<file path="src/rtl/q88_pkg.sv">
// Shared Q8.8 definitions for the vector rotator: default widths, FSM
// state encoding, the angle full-turn constant and the saturating reducer
// used when VEC_ROTATE_SATURATE_EN is defined.
package q88_pkg;

  localparam int DEF_DATA_W      = 16;
  localparam int DEF_FRAC_W      = 8;
  localparam int DEF_ACC_W       = 2 * DEF_DATA_W + 2;
  localparam int ANGLE_FULL_TURN = 2048;

  typedef enum logic [2:0] {
    ST_IDLE = 3'd0,
    ST_TRIG = 3'd1,
    ST_MUL0 = 3'd2,
    ST_MUL1 = 3'd3,
    ST_MUL2 = 3'd4,
    ST_MUL3 = 3'd5,
    ST_DONE = 3'd6
  } state_t;

  // Reduce an already realigned accumulator to DEF_DATA_W bits, clamping to
  // the signed range when the upper bits are not a pure sign extension.
  function automatic logic [DEF_DATA_W-1:0] sat_trunc(input logic signed [DEF_ACC_W-1:0] v);
    logic [DEF_ACC_W-DEF_DATA_W:0] top_bits;
    top_bits = v[DEF_ACC_W-1:DEF_DATA_W-1];
    if ((top_bits == '0) || (top_bits == '1)) begin
      return v[DEF_DATA_W-1:0];
    end else if (v[DEF_ACC_W-1]) begin
      return {1'b1, {(DEF_DATA_W-1){1'b0}}};
    end else begin
      return {1'b0, {(DEF_DATA_W-1){1'b1}}};
    end
  endfunction

endpackage

</file>
<file path="src/rtl/vec_rotate_if.sv">
// Request/result handshake plus sine/cosine LUT connection of vec_rotate.
// The master side is the environment (requester, consumer and LUT); the
// slave side is the rotator itself.
interface vec_rotate_if #(
  parameter int DATA_W = q88_pkg::DEF_DATA_W
);
  logic              in_valid;
  logic              in_ready;
  logic [DATA_W-1:0] in_x;
  logic [DATA_W-1:0] in_y;
  logic [DATA_W-1:0] in_angle;
  logic [DATA_W-1:0] trig_angle;
  logic [DATA_W-1:0] trig_sin;
  logic [DATA_W-1:0] trig_cos;
  logic              out_valid;
  logic              out_ready;
  logic [DATA_W-1:0] out_x;
  logic [DATA_W-1:0] out_y;

  modport master (
    output in_valid, in_x, in_y, in_angle, out_ready, trig_sin, trig_cos,
    input  in_ready, out_valid, out_x, out_y, trig_angle
  );

  modport slave (
    input  in_valid, in_x, in_y, in_angle, out_ready, trig_sin, trig_cos,
    output in_ready, out_valid, out_x, out_y, trig_angle
  );
endinterface

</file>
<file path="src/rtl/q88_mac.sv">
// Single signed multiplier feeding two accumulators (x and y). The FSM picks
// the accumulator with sel_i and adds or subtracts the product; clr_i zeroes
// both. acc_nxt_o exposes the post-update value of the selected accumulator
// so the final term can be folded into the result on the same edge.
module q88_mac #(
  parameter int DATA_W = q88_pkg::DEF_DATA_W,
  parameter int ACC_W  = 2 * DATA_W + 2
) (
  input  logic                     clk,
  input  logic                     reset_n,
  input  logic signed [DATA_W-1:0] a_i,
  input  logic signed [DATA_W-1:0] b_i,
  input  logic                     clr_i,
  input  logic                     add_i,
  input  logic                     sub_i,
  input  logic                     sel_i,
  output logic signed [ACC_W-1:0]  acc_x_o,
  output logic signed [ACC_W-1:0]  acc_nxt_o
);

  logic signed [2*DATA_W-1:0] prod;
  logic signed [ACC_W-1:0]    prod_ext;
  logic signed [ACC_W-1:0]    acc_sel;
  logic signed [ACC_W-1:0]    acc_x_q;
  logic signed [ACC_W-1:0]    acc_y_q;
  logic signed [ACC_W-1:0]    acc_d;

  assign prod     = a_i * b_i;
  assign prod_ext = {{(ACC_W-2*DATA_W){prod[2*DATA_W-1]}}, prod};
  assign acc_sel  = sel_i ? acc_y_q : acc_x_q;

  // Add or subtract the product into the selected accumulator.
  always_comb begin
    acc_d = acc_sel;
    if (add_i) begin
      acc_d = acc_sel + prod_ext;
    end else if (sub_i) begin
      acc_d = acc_sel - prod_ext;
    end
  end

  // Accumulator registers; only the selected one is written.
  always_ff @(posedge clk or negedge reset_n) begin
    if (!reset_n) begin
      acc_x_q <= '0;
      acc_y_q <= '0;
    end else if (clr_i) begin
      acc_x_q <= '0;
      acc_y_q <= '0;
    end else if (add_i || sub_i) begin
      if (sel_i) begin
        acc_y_q <= acc_d;
      end else begin
        acc_x_q <= acc_d;
      end
    end
  end

  assign acc_x_o   = acc_x_q;
  assign acc_nxt_o = acc_d;

endmodule

</file>
<file path="src/rtl/vec_rotate.sv">
// Sequential Q8.8 2-D vector rotator: x' = x*cos - y*sin, y' = x*sin + y*cos.
// The angle is registered onto the external sine/cosine LUT, its outputs are
// captured one cycle later, then four MAC cycles share one multiplier.
// Optional macro VEC_ROTATE_SATURATE_EN: clamp results instead of wrapping.
module vec_rotate
  import q88_pkg::*;
#(
  parameter int DATA_W = DEF_DATA_W,
  parameter int FRAC_W = DEF_FRAC_W
) (
  input  logic           clk,
  input  logic           reset_n,
  vec_rotate_if.slave    bus,
  output logic           busy
);

  localparam int ACC_W = 2 * DATA_W + 2;

  state_t state_q, state_d;

  logic signed [DATA_W-1:0] x_q, y_q, sin_q, cos_q;
  logic        [DATA_W-1:0] trig_angle_q;
  logic        [DATA_W-1:0] out_x_q, out_y_q;

  logic signed [DATA_W-1:0] mac_a, mac_b;
  logic                     mac_clr, mac_add, mac_sub, mac_sel;
  logic signed [ACC_W-1:0]  acc_x, acc_nxt;
  logic        [DATA_W-1:0] res_x, res_y;
  logic                     accept;

  assign accept = (state_q == ST_IDLE) && bus.in_valid;

  // State register.
  always_ff @(posedge clk or negedge reset_n) begin
    if (!reset_n) begin
      state_q <= ST_IDLE;
    end else begin
      state_q <= state_d;
    end
  end

  // Next state and MAC sequencing: x-terms into accx, then y-terms into accy.
  always_comb begin
    state_d = state_q;
    mac_a   = x_q;
    mac_b   = cos_q;
    mac_clr = 1'b0;
    mac_add = 1'b0;
    mac_sub = 1'b0;
    mac_sel = 1'b0;
    case (state_q)
      ST_IDLE: if (bus.in_valid) state_d = ST_TRIG;
      ST_TRIG: begin
        mac_clr = 1'b1;
        state_d = ST_MUL0;
      end
      ST_MUL0: begin
        mac_a   = x_q;
        mac_b   = cos_q;
        mac_add = 1'b1;
        state_d = ST_MUL1;
      end
      ST_MUL1: begin
        mac_a   = y_q;
        mac_b   = sin_q;
        mac_sub = 1'b1;
        state_d = ST_MUL2;
      end
      ST_MUL2: begin
        mac_a   = x_q;
        mac_b   = sin_q;
        mac_add = 1'b1;
        mac_sel = 1'b1;
        state_d = ST_MUL3;
      end
      ST_MUL3: begin
        mac_a   = y_q;
        mac_b   = cos_q;
        mac_add = 1'b1;
        mac_sel = 1'b1;
        state_d = ST_DONE;
      end
      ST_DONE: if (bus.out_ready) state_d = ST_IDLE;
      default: state_d = ST_IDLE;
    endcase
  end

  q88_mac #(
    .DATA_W (DATA_W),
    .ACC_W  (ACC_W)
  ) u_mac (
    .clk       (clk),
    .reset_n   (reset_n),
    .a_i       (mac_a),
    .b_i       (mac_b),
    .clr_i     (mac_clr),
    .add_i     (mac_add),
    .sub_i     (mac_sub),
    .sel_i     (mac_sel),
    .acc_x_o   (acc_x),
    .acc_nxt_o (acc_nxt)
  );

  // Realign by FRAC_W (floor) and reduce to DATA_W bits. In MUL3 accx is
  // final and acc_nxt already holds accy including the y*cos term.
`ifdef VEC_ROTATE_SATURATE_EN
  assign res_x = sat_trunc(acc_x >>> FRAC_W);
  assign res_y = sat_trunc(acc_nxt >>> FRAC_W);
`else
  logic unused_acc_bits;
  assign res_x = acc_x[FRAC_W +: DATA_W];
  assign res_y = acc_nxt[FRAC_W +: DATA_W];
  assign unused_acc_bits = ^{acc_x[ACC_W-1:FRAC_W+DATA_W], acc_x[FRAC_W-1:0],
                             acc_nxt[ACC_W-1:FRAC_W+DATA_W], acc_nxt[FRAC_W-1:0]};
`endif

  // Operand capture, LUT sampling and result load.
  always_ff @(posedge clk or negedge reset_n) begin
    if (!reset_n) begin
      x_q          <= '0;
      y_q          <= '0;
      sin_q        <= '0;
      cos_q        <= '0;
      trig_angle_q <= '0;
      out_x_q      <= '0;
      out_y_q      <= '0;
    end else begin
      if (accept) begin
        x_q          <= bus.in_x;
        y_q          <= bus.in_y;
        trig_angle_q <= bus.in_angle;
      end
      if (state_q == ST_TRIG) begin
        sin_q <= bus.trig_sin;
        cos_q <= bus.trig_cos;
      end
      if (state_q == ST_MUL3) begin
        out_x_q <= res_x;
        out_y_q <= res_y;
      end
    end
  end

  assign bus.in_ready   = (state_q == ST_IDLE);
  assign bus.out_valid  = (state_q == ST_DONE);
  assign bus.trig_angle = trig_angle_q;
  assign bus.out_x      = out_x_q;
  assign bus.out_y      = out_y_q;
  assign busy           = (state_q != ST_IDLE);

endmodule

</file>
<file path="src/flat_wrapper.sv">
// flat-port wrapper written by rule: the top's interface ports become plain ports
module vec_rotate_flat import q88_pkg::*;
#(
  parameter int DATA_W = DEF_DATA_W,
  parameter int FRAC_W = DEF_FRAC_W
)
  (clk, reset_n, busy, bus_in_valid, bus_in_x, bus_in_y, bus_in_angle, bus_out_ready, bus_trig_sin, bus_trig_cos, bus_in_ready, bus_out_valid, bus_out_x, bus_out_y, bus_trig_angle);
  vec_rotate_if #(.DATA_W(DATA_W)) bus_i ();
  input  logic clk;
  input  logic reset_n;
  output logic busy;
  input wire logic [$bits(bus_i.in_valid)-1:0] bus_in_valid;
  input wire logic [$bits(bus_i.in_x)-1:0] bus_in_x;
  input wire logic [$bits(bus_i.in_y)-1:0] bus_in_y;
  input wire logic [$bits(bus_i.in_angle)-1:0] bus_in_angle;
  input wire logic [$bits(bus_i.out_ready)-1:0] bus_out_ready;
  input wire logic [$bits(bus_i.trig_sin)-1:0] bus_trig_sin;
  input wire logic [$bits(bus_i.trig_cos)-1:0] bus_trig_cos;
  output wire logic [$bits(bus_i.in_ready)-1:0] bus_in_ready;
  output wire logic [$bits(bus_i.out_valid)-1:0] bus_out_valid;
  output wire logic [$bits(bus_i.out_x)-1:0] bus_out_x;
  output wire logic [$bits(bus_i.out_y)-1:0] bus_out_y;
  output wire logic [$bits(bus_i.trig_angle)-1:0] bus_trig_angle;
  assign bus_i.in_valid = bus_in_valid;
  assign bus_i.in_x = bus_in_x;
  assign bus_i.in_y = bus_in_y;
  assign bus_i.in_angle = bus_in_angle;
  assign bus_i.out_ready = bus_out_ready;
  assign bus_i.trig_sin = bus_trig_sin;
  assign bus_i.trig_cos = bus_trig_cos;
  assign bus_in_ready = bus_i.in_ready;
  assign bus_out_valid = bus_i.out_valid;
  assign bus_out_x = bus_i.out_x;
  assign bus_out_y = bus_i.out_y;
  assign bus_trig_angle = bus_i.trig_angle;
  vec_rotate #(.DATA_W(DATA_W), .FRAC_W(FRAC_W)) u_core (.clk(clk), .reset_n(reset_n), .bus(bus_i), .busy(busy));
endmodule
</file>
<file path="config.mk">
export PLATFORM = sky130hd
export DESIGN_NAME = vec_rotate_flat
export DESIGN_NICKNAME = d
export VERILOG_FILES = /design/src/rtl/q88_pkg.sv /design/src/rtl/vec_rotate_if.sv /design/src/rtl/q88_mac.sv /design/src/rtl/vec_rotate.sv /design/src/flat_wrapper.sv
export SDC_FILE = /design/constraint.sdc
export NUM_CORES = 1
export LEC_CHECK = 0
export ABC_AREA = 1
export CORE_UTILIZATION = 40
export DETAILED_ROUTE_END_ITERATION = 8
export DONT_BUFFER_PORTS = 1
export GPL_ROUTABILITY_DRIVEN = 0
export PLACE_DENSITY = 0.6
export SLEW_MARGIN = 20
export SYNTH_ARGS = -nofsm -noshare
export SYNTH_HDL_FRONTEND = slang
export SYNTH_SLANG_ARGS = --single-unit
</file>
<file path="constraint.sdc">
create_clock -name clk -period 9 [get_ports clk]
set_input_delay 2.7 -clock clk [delete_from_list [all_inputs] [get_ports clk]]
set_output_delay 2.7 -clock clk [all_outputs]
set_load 0.05 [all_outputs]
</file>
==> results.yml <==
routing:
  dr_total_vias: 14200
  dr.pass1.iters: 6
  drtIter0Drc: 1042
  wire_per_inst_um: 16.8
  wirelength_um: 47200
  via_per_inst: 5.09
  drcViolationCount: 0
  ant_nets: 0
finish:
  drive_above_1_share: 0.0849
  antennaDiodeCount: 0
  nets: 2594
  final_cell_area_um2: 18800
  areaGrowthSynthToFinish_pct: 7.78
clock_network:
  cts-root-buf: "clkbuf_16"
  htreeDepth: 4
  cts_hold_buf: 0
  cts_tree: "done"
  cts_buffers: 17
  clk_path_buf_depth: 2
  clock_sinks: 163
  path_clk_slew_ns: 0.07
  worstSkewPairLatency_ns: 0.48
critical_path:
  worstSetupPathType: "flip-flop to flip-flop"
  worst-r2r-cell-count: 43
  critPathBufInv: 10
  worstPathArrival_ns: 8.86
  path_delay_family: "adder cells"
  slowest_stage: "dfrtp_2"
  startpoint_type: "flip-flop"
  cp-end-kind: "flip-flop"
  path_depth: 43
  crit_fanout: 27
  slowest_delay_ns: 0.55
  critical_path_required_ns: 9.36
floorplan:
  io_pins: 135
  die-area_um2: 44400
  die_h_um: 211
  rows: 76
  start_util: 0.405
  core_um2: 43100
  die_x_um: 211
synthesis:
  async_reset_ff_frac: 1.00
  syn_nets: 2611
  ys_warn_count: 0
  syn_avg_cell_area_um2: 7.86
  syn_area_um2: 17400
  ys_types: 53
  seq_area_frac_synth: 0.234
  synth_flop_cell: "dfrtp_1"
  synth-edff-count: 0
  ys_ff_latch: 163
  syn_inst: 2219
global_route:
  grt_first_pass_wirelength_um: 76100
  antenna_found_initial: 0
  grt_pass1_vias: 14200
  grt_max_degree: 164
  grt_overflow: 0
  gr-usage-all-layers: 0.222
sta:
  period_share: 0.944
  fin_setup_tns_ns: 0
  max_slew.worst_pin.slew_ns: 1.08
  clock_skew_ns: 0.0183
  hold_viol_final: 0
  max_freq_ghz: 0.118
  finalSetupViolCount: 0
  min_period_ns: 8.50
  slew_viol_final: 0
  slew_headroom: 0.275
place:
  postPlaceCellArea_um2: 18100
  io_buffers: 0
  dpl.hpwl_um: 38100
status:
  status: "finished clean"
hold_path:
  hold_path_depth: 2
  hp-class: "flip-flop to flip-flop"
job:
  drv_cap: 0
-- flip-flops by register name, indices dropped and copies added (netlist names) --
signal	count
u_core.u_mac.acc_x_o	24
u_core.x_q	16
u_core.cos_q	16
u_core.u_mac.acc_y_q	24
u_core.bus.out_y	16
u_core.bus.out_x	16
u_core.bus.trig_angle	16
u_core.sin_q	16
u_core.state_q	3
u_core.y_q	16
-- worst register-to-register path: cells and delay by family, from the launching register on --
family	cells	cell delay [ns]
AO/OA/AOI/OAI	4	0.58
XOR/XNOR	1	0.16
adder cells (fa/ha/maj)	8	3.59
buffers and inverters	10	0.97
flip-flops	1	0.55
AND/OR/NAND/NOR	20	2.52
-- metrics by stage --
stage                      util  hold slack [ns]  setup slack, ns  instances
after floorplan               -            0.441            0.793       2219
after global placement    0.420            0.457            0.352       2761
after detailed placement  0.420            0.464            0.195       2761
after CTS                 0.433            0.482            0.184       2793
after global routing      0.436            0.500          -0.0624       2800
final                     0.436            0.482            0.505       2800
-- worst paths after layout --
check / slack (ns) / endpoint / from
worst max-delay path: 0.50 / u_core.bus.out_y[15] / u_core.state_q[2]
worst min-delay path: 0.48 / u_core.cos_q[2] / u_core.cos_q[2]
worst max register to register: 0.50 / u_core.bus.out_y[15] / u_core.state_q[2]
worst min register to register: 0.48 / u_core.cos_q[2] / u_core.cos_q[2]
max in group asynchronous: 6.50 / u_core.bus.out_x[7] / reset_n
min in group asynchronous: 1.93 / u_core.y_q[6] / reset_n
-- layout make-up --
cell class / instances / area [µm²]
Clock buffer: 18 / 439
Fill cell: 4361 / 24300
Sequential cell: 163 / 4080
Timing Repair Buffer: 41 / 312
Multi-Input combinational cell: 1559 / 11500
Tap cell: 585 / 732
Inverter: 420 / 1580
Clock inverter: 14 / 154
-- synthesized netlist by cell type, types with 12 or more instances --
cell type	count	area, µm²
a21oi_1	104	521
clkbuf_1	59	221
dfrtp_1	163	4080
fa_1	189	3780
ha_1	119	1490
inv_1	410	1540
mux2_2	35	394
nand2_1	511	1920
nand2_2	20	125
nand2_4	12	135
nand3_1	64	320
nor2_1	184	691
o21ai_0	154	771
or2_2	12	75.1
xnor2_1	14	123
xor2_1	33	289
-- cell families after synthesis --
family                   synth area share
AND/OR/NAND/NOR                     0.205
buffers and inverters               0.111
AO/OA/AOI/OAI                       0.101
adder cells (fa/ha/maj)             0.302
flip-flops                          0.234
XOR/XNOR                           0.0236
multiplexers                       0.0232
-- cell usage in the layout (no fill, tap or decap), types with 7 or more instances in the layout --
master / netlist / layout
fa_1: 189 / 189
inv_1: 410 / 406
o31ai_1: 8 / 8
nand2_4: 12 / 10
nand2_1: 511 / 510
nor2_1: 184 / 180
clkbuf_16: 0 / 17
buf_4: 0 / 40
inv_8: 0 / 7
xor2_1: 33 / 33
o21ai_1: 11 / 15
nand3_2: 8 / 8
ha_1: 119 / 117
dfrtp_1: 163 / 161
nand2_2: 20 / 21
o21bai_1: 9 / 9
mux2_2: 35 / 35
a21oi_1: 104 / 103
nand3_1: 64 / 64
or2_2: 12 / 12
xnor2_1: 14 / 14
o21ai_0: 154 / 149
nand3b_1: 11 / 11
nor3_1: 10 / 8
-- routing by layer --
layer  wire, µm  track usage  vias up
li1           -            -     6816
met1      21100        0.309     6865
met2      21300        0.341      474
met3       3430       0.0436       83
met4       1310       0.0817        0
met5          0            0        -
-- repair_timing --
| action | CTS | global route |
|---|---|---|
| resized for setup | 0 | 24 |
| setup buffers | 0 | 7 |
| endpoints found under the setup margin | 0 | 18 |
Power is not shown: default switching activity piles up to over one toggle a cycle in this logic, so the estimate is an artifact.
